==> src/rtl/credit_tx.sv <==
// credit_tx: transmit side of a credit-based link.
//
// Upstream words are accepted into a 2-entry skid buffer and forwarded onto a
// registered, ready-less link. A word is only issued while the remote FIFO has
// free space, as tracked by a credit counter. The receiver returns one credit
// pulse per dequeued entry.
//
// Handshake semantics (upstream side): a word transfers at a rising edge when
// valid_i and ready_o are both high. ready_o is derived from registered
// occupancy only, so it never depends on valid_i. Once valid_i is raised, the
// producer keeps it and data_i stable until the transfer happens. The link side
// has no ready: every cycle with valid_o high is one write into the remote FIFO.
//
// Ports:
//   clk_i       sole clock, rising edge
//   reset_ni    asynchronous active-low reset
//   data_i      upstream word
//   valid_i     upstream word valid
//   ready_o     skid buffer can accept a word this cycle (0 while in reset)
//   valid_o     link word valid (registered)
//   data_o      link word (registered, holds when idle)
//   credit_i    one returned credit per high cycle
//   credits_o   current credit count, 0..MaxCredits
//   overflow_o  sticky: credit returned while the counter was already full
module credit_tx #(
  parameter int DataWidth      = 8,
  parameter int NumCreditsLog2 = 8
) (
  input  logic                    clk_i,
  input  logic                    reset_ni,
  input  logic [DataWidth-1:0]    data_i,
  input  logic                    valid_i,
  output logic                    ready_o,
  output logic                    valid_o,
  output logic [DataWidth-1:0]    data_o,
  input  logic                    credit_i,
  output logic [NumCreditsLog2:0] credits_o,
  output logic                    overflow_o
);

  localparam int CW = NumCreditsLog2 + 1;
  localparam logic [CW-1:0] MaxCredits = CW'(1) << NumCreditsLog2;

  // Skid buffer storage and bookkeeping
  logic [DataWidth-1:0] mem_q [2];
  logic                 wr_ptr_q;
  logic                 rd_ptr_q;
  logic [1:0]           occ_q;
  logic [1:0]           occ_n;

  // Credit counter and link registers
  logic [CW-1:0]        credits_q;
  logic [CW-1:0]        credits_n;
  logic                 ovf_set;
  logic                 overflow_q;
  logic                 valid_q;
  logic [DataWidth-1:0] data_q;

  logic accept;
  logic send;

  // ready_o is gated by reset_ni so it reads 0 for the whole reset window.
  assign ready_o = (occ_q < 2'd2) & reset_ni;
  assign accept  = valid_i & ready_o;
  // Only the registered credit count enables a send. A credit arriving in
  // this cycle becomes usable one cycle later.
  assign send    = (occ_q != 2'd0) & (credits_q != '0);

  always_comb begin
    occ_n = occ_q;
    unique case ({accept, send})
      2'b10:   occ_n = occ_q + 2'd1;
      2'b01:   occ_n = occ_q - 2'd1;
      default: occ_n = occ_q;
    endcase
  end

  // A send and a returned credit in the same edge cancel out. A lone credit at
  // full count saturates and flags overflow instead of wrapping.
  always_comb begin
    credits_n = credits_q;
    ovf_set   = 1'b0;
    if (send && !credit_i) begin
      credits_n = credits_q - CW'(1);
    end else if (!send && credit_i) begin
      if (credits_q == MaxCredits) begin
        ovf_set = 1'b1;
      end else begin
        credits_n = credits_q + CW'(1);
      end
    end
  end

  always_ff @(posedge clk_i or negedge reset_ni) begin
    if (!reset_ni) begin
      mem_q[0]   <= '0;
      mem_q[1]   <= '0;
      wr_ptr_q   <= 1'b0;
      rd_ptr_q   <= 1'b0;
      occ_q      <= 2'd0;
      credits_q  <= MaxCredits;
      overflow_q <= 1'b0;
      valid_q    <= 1'b0;
      data_q     <= '0;
    end else begin
      // With one entry held, an accept and a pop in the same edge touch
      // different slots, so the new word lands behind the remaining one.
      if (accept) begin
        mem_q[wr_ptr_q] <= data_i;
        wr_ptr_q        <= ~wr_ptr_q;
      end
      if (send) begin
        rd_ptr_q <= ~rd_ptr_q;
        data_q   <= mem_q[rd_ptr_q];
      end
      valid_q    <= send;
      occ_q      <= occ_n;
      credits_q  <= credits_n;
      overflow_q <= overflow_q | ovf_set;
    end
  end

  assign valid_o    = valid_q;
  assign data_o     = data_q;
  assign credits_o  = credits_q;
  assign overflow_o = overflow_q;

endmodule

==> config.mk <==
export PLATFORM = sky130hd
export DESIGN_NAME = credit_tx
export DESIGN_NICKNAME = d
export VERILOG_FILES = /design/src/rtl/credit_tx.sv
export SDC_FILE = /design/constraint.sdc
export NUM_CORES = 1
export LEC_CHECK = 0
export BUFFER_PORTS_ARGS = -buffer_cell sky130_fd_sc_hd__buf_2
export CAP_MARGIN = 20
export CORE_UTILIZATION = 35
export DETAILED_ROUTE_END_ITERATION = 10
export PLACE_DENSITY = 0.63
export REMOVE_ABC_BUFFERS = 1
export SLEW_MARGIN = 20
export SYNTH_ARGS = -nofsm -noshare
export SYNTH_HDL_FRONTEND = slang
export SYNTH_SLANG_ARGS = --single-unit
==> constraint.sdc <==
create_clock -name clk_i -period 4.1 [get_ports clk_i]
set_input_delay 0.41 -clock clk_i [delete_from_list [all_inputs] [get_ports clk_i]]
set_output_delay 0.41 -clock clk_i [all_outputs]
set_load 0.005 [all_outputs]
== After elaboration in Yosys (flattened, before gate mapping) ==
Cells that the tools add are included.

* Input port bits: 12
* Output and inout bits: 20
* Logic and storage cells: 52
* Register bits after elaboration: 39

* Reductions and logical operators: 10
* Mux-type cells: 13
* Equal/unequal tests: 4
* Magnitude comparators: 4
* Add/sub/neg operators: 4
* Bitwise logic cells: 8

{| class="wikitable"
|+ Operator list
! operator !! number
|-
| 2-to-1 mux 8 bit || 4
|-
| 2-to-1 mux 9 bit || 3
|-
| bitwise mux 16 bit || 1
|-
| adder 9 x 1 -> 9 bit (second input constant) || 1
|-
| == test 9 bit (second input constant) || 1
|-
| nonzero test 9 bit || 1
|-
| subtractor 9 x 1 -> 9 bit (second input constant) || 1
|-
| demux 8 bit (select 1 bit) || 1
|-
| nonzero test 2 bit || 3
|-
| greater-or-equal comparator 2 bit (second input constant) || 2
|-
| inverter 1 -> 2 bit || 2
|-
| case mux 2 bit (2 select lines) || 1
|-
| AND 1 bit || 3
|-
| logical AND 1 bit || 3
|-
| 2-to-1 mux 1 bit || 3
|-
| adder 2 x 1 -> 2 bit (second input constant) || 1
|-
| == test 2 x 1 -> 1 bit (second input constant) || 1
|-
| == test 2 bit (second input constant) || 1
|-
| zero test 1 bit || 2
|-
| less-than comparator 2 x 1 -> 1 bit (second input constant) || 1
|-
| less-than comparator 2 bit (second input constant) || 1
|-
| != test 2 bit (second input constant) || 1
|-
| inverter 1 bit || 2
|-
| AND reduction 2 bit || 1
|-
| 2 further kinds || 2
|}

== Longest topological paths before layout ==
* Word-level depth: 7
* Depth in mapped cells: 16

== Worst setup path before layout ==
Ideal clock, no wire load.

* Path type: register to register
* Start point: register credits_q[3] (netlist: credits_o[3])
* End point: register credits_q[8] (netlist: credits_o[8])
* Data required time: 4025 ps
* Arrival time: 3386 ps
* Path slack: 640 ps
* Period minus slack after synthesis: 3460 ps
* Library setup time: 75 ps
* Cell stages (with the launch flop): 17
* Path buffers: 5
* Cells stage by stage: dfrtp_1 -> buf_4 -> nor4_1 -> nand2_1 -> o22a_1 -> buf_2 -> buf_2 -> ha_1 -> buf_6 -> buf_2 -> xor2_1 -> ha_1 -> a21boi_2 -> o22ai_1 -> or4_1 -> a41oi_2 -> xor2_1

* Cells in the longest elaborated chain, start to end: 6

{| class="wikitable"
|+ RTL lines
! item !! line !! text
|-
| start: declaration || 52 || <nowiki>logic [CW-1:0] credits_q;</nowiki>
|-
| start signal: assignment || 101 || <nowiki>credits_q <= MaxCredits;</nowiki>
|-
| start signal: assignment || 118 || <nowiki>credits_q <= credits_n;</nowiki>
|-
| nonzero test 9 bit (*) || 67 || <nowiki>assign send = (occ_q != 2'd0) & (credits_q != '0);</nowiki>
|-
| AND 1 bit (*) || 67 ||
|-
| net send || 60 || <nowiki>logic send;</nowiki>
|-
| zero test 1 bit || 85 || <nowiki>end else if (!send && credit_i) begin</nowiki>
|-
| logical AND 1 bit || 85 ||
|-
| nonzero test 2 bit (no source line) || - ||
|-
| AND reduction 2 bit (no source line) || - ||
|}

The timed path passes the listed nets; every way through them passes the cells marked *. The select of a mux whose other input is x is not followed.
A chain may end at the register's enable or synchronous reset.

== Worst setup path after layout ==
* Start point: register credits_q[3] (netlist: credits_o[3])
* End point: register credits_q[8] (netlist: credits_o[8])

* Cells in the longest elaborated chain, start to end: 6

{| class="wikitable"
|+ RTL lines
! item
|-
| parallel branches: the longest is 6 deep, another holds adder 9 x 1 -> 9 bit
|}

Several ways; the timed one is not identified. The select of a mux whose other input is x is not followed.

==> results.md <==
* Status: finished, final reports clean
* Max VDD drop at 212 uV
* Syn avg cell area at 11.3 um^2
* Avg Vias per Cell at 5.09
* First-pass GRT wire length at 6640 um
* RSZ-0062 raised after global routing: no
* Pint at 0.00115 W
* PortBufs at 31
* Tightest Pin Transition at 0.627 ns
* CTS Sinks at 39
* Post-synth top flop: dfrtp_1
* Clock skew at 0.00727 ns
* Nets at 226
* Crit path buffers/inverters at 0
* Hold Crit Class: in2async
* Std cell rows at 27
* DP Area at 2220 um^2
* Diode count at 0
* Vias in the first global route at 1382
* Core ar. at 5540 um^2
* DR iter-0 viols at 108
* Post-route cell area at 2310 um^2
* Arrival time at the worst endpoint at 3.65 ns
* Comb power frac at 0.436
* Crit. End Element: register
* Pin count of the biggest net entering global routing at 40
* #FFs+latches synth at 39
* Sequential share of the synthesized area at 0.483
* Hold Fails Final Rpt at 0
* Endpoints failing setup at 0
* Synth unique cells at 47
* Worst rel slew slack at 0.582
* Area growth syn-to-layout at 14.2%
* CP Class: reg2reg
* Met2 Resource Use GR at 0.224
* Synth area leaders: dfrtp_1 (47%), mux2_2 (9.5%), mux2i_1 (4.5%)
* Die area at 6090 um^2
* Min Tclk post-route at 3.43 ns
* Clock-pin slew on the worst setup and hold paths at 0.08 ns
* Most Used Layer, Global Route: met2
* Post-synth EDFFs at 0
* Congestion Overflow GR at 0
* FMAX at 0.292 GHz
* PnR worst setup slack at 0.673 ns
* CP max-delay cell: or4_1
* Largest stage delay, worst path at 0.56 ns
* Crit Path Max Fanout at 19
* Bufs on Longest Clock Path at 2
* Worst EP required at 4.32 ns
* Post-DRT Antenna Nets at 0
* DRC Markers at 0
* Commonest cells post-synth: dfrtp_1 (38), mux2_2 (17), nor2_1 (15)
* Initial core utilization at 0.365
* Cell family with most CP delay: simple AND/OR/NAND/NOR gates
* Worst skew pair latency at 0.29 ns
* Root buffer cell: clkbuf_8
* CP Cell Sequence: nor4_1 > nand2_1 > o22a_1 > ha_1 > xor2_1 > ha_1 > a21boi_2 > o22ai_1 > or4_1 > a41oi_2 > xor2_1
* Via count at 1435
* Syn Inst Count at 179
* Drt wl/cell at 14.2 um
* Sw frac at 0.395
* Final Wtd Congestion at 0.817
* Setup TNS at 0 ns
* Pwr dens at 820 nW/um^2
* Initial antenna violation count at 0
* Max cap viols at 0
* Htree depth at 2
* Worst hold-check slack at 0.223 ns
* Top-area cell type share of the netlist area at 0.470
* Leakage at 1.02 nW
* Syn. warnings at 0
* Global routing usage on met3 at 0.0337
* Share of layout cells above drive strength 1 at 0.314
* Max-slew violations at 0
* Post-Route WL at 4020 um
* IO Pins at 32
* Count leader, synth: dfrtp_1
* Met1 Use GR at 0.194
* Seq pwr share at 0.430
* FFs w/ async S/R, synth at 1.00
* Die H at 78.0 um
* Design Power at 0.00189 W
* Switch Pwr at 0.000748 W
* # hold bufs at CTS at 0
* HPWL Detailed at 2780 um
* Area leader, netlist: dfrtp_1
* Drt first pass iters at 4
* Tcrit/Tclk final at 0.836
* Post-CTS Setup Bufs at 0
* Synthesized cell area at 2020 um^2
* CTS Buf Count at 5
* Die width at 78.0 um
* Place WS at 0.722 ns
* Clock share of power at 0.134
* Overall routing resource usage at 0.142
* CTS tree: yes
* Crit start category: register
* # resized after CTS at 0
==> power groups by stage <==
stage / Clock [W] / Sequential [W] / Combinational, W
2_1_floorplan: 0 / 0.000779 / 0.000600
3_5_place_dp: 0 / 0.000822 / 0.000831
4_1_cts: 0.000264 / 0.000813 / 0.000836
5_1_grt: 0.000279 / 0.000850 / 0.000931
6_report: 0.000253 / 0.000815 / 0.000826
3_3_place_gp: 0 / 0.000816 / 0.000823
==> metrics by stage <==
| step | util | instances |
|---|---|---|
| floorplan | - | 169 |
| global placement | 0.402 | 274 |
| detailed placement | 0.402 | 274 |
| CTS | 0.417 | 282 |
| global route | 0.417 | 282 |
| finish | 0.417 | 282 |
==> logic make-up after synthesis <==
logic type               after synthesis  share of synthesized area
flip-flops                            39                      0.483
buffers and inverters                 14                     0.0365
adder cells (fa/ha/maj)                5                     0.0309
multiplexers                          26                      0.139
XOR/XNOR                              17                     0.0736
AND/OR/NAND/NOR                       45                      0.122
AO/OA/AOI/OAI                         33                      0.114
==> metal layers <==
layer / vias up / wire (um)
li1: 704 / -
met1: 707 / 2000
met2: 22 / 1880
met3: 2 / 115
met4: 0 / 23
met5: - / 0
==> worst reg2reg max path: cells and delay by family (launching register included) <==
family | cells | cell delay (ns)
compound gates | 4 | 0.71
xor+xnor | 2 | 0.38
fa+ha+maj | 2 | 0.60
flops | 1 | 0.51
simple gates | 3 | 1.17
==> cell type report <==
| type | instances | area (um^2) |
|---|---|---|
| clock inverter | 2 | 12.5 |
| tap | 72 | 90.1 |
| clock buffer | 6 | 72.6 |
| inverter | 4 | 15.0 |
| sequential | 39 | 977 |
| fill | 553 | 3230 |
| multi-input combinational | 126 | 972 |
| timing repair buffer | 33 | 170 |
==> placed cells by master (no fill, tap or decap), types with 2 or more instances in the layout <==
cell      instances
a21oi_1          12
mux2_2           17
buf_2            31
nor3_1            4
nor2b_1           2
dfrtp_1          38
or3_1             4
xnor2_1           7
xor2_1           10
nor2_1           15
a31oi_1           3
mux2i_1           9
inv_1             4
buf_4             2
o21ai_0           2
nand3_1           3
nand2_1           4
a31o_2            2
nor4_1            3
ha_1              5
clkbuf_8          5
==> registers in the layout, indices dropped and copies added (netlist names) <==
register	count
mem_q	16
credits_o	9
wr_ptr_q	1
overflow_o	1
occ_q	2
data_o	8
valid_o	1
rd_ptr_q	1
==> path summary, 6_finish.rpt <==
path / start / to / slack, ns / depth (start not counted)
max: credits_o[3] / credits_o[8] / 0.67 / 11
min: reset_ni / credits_o[6] / 0.22 / 2
min in group clk_i: data_i[5] / mem_q[13] / 0.36 / 2
min reg2reg: overflow_o / overflow_o / 0.47 / 1
max reg2reg: credits_o[3] / credits_o[8] / 0.67 / 11
max in group asynchronous: reset_ni / credits_o[8] / 3.53 / 2
(Power assumes the default switching activity.)
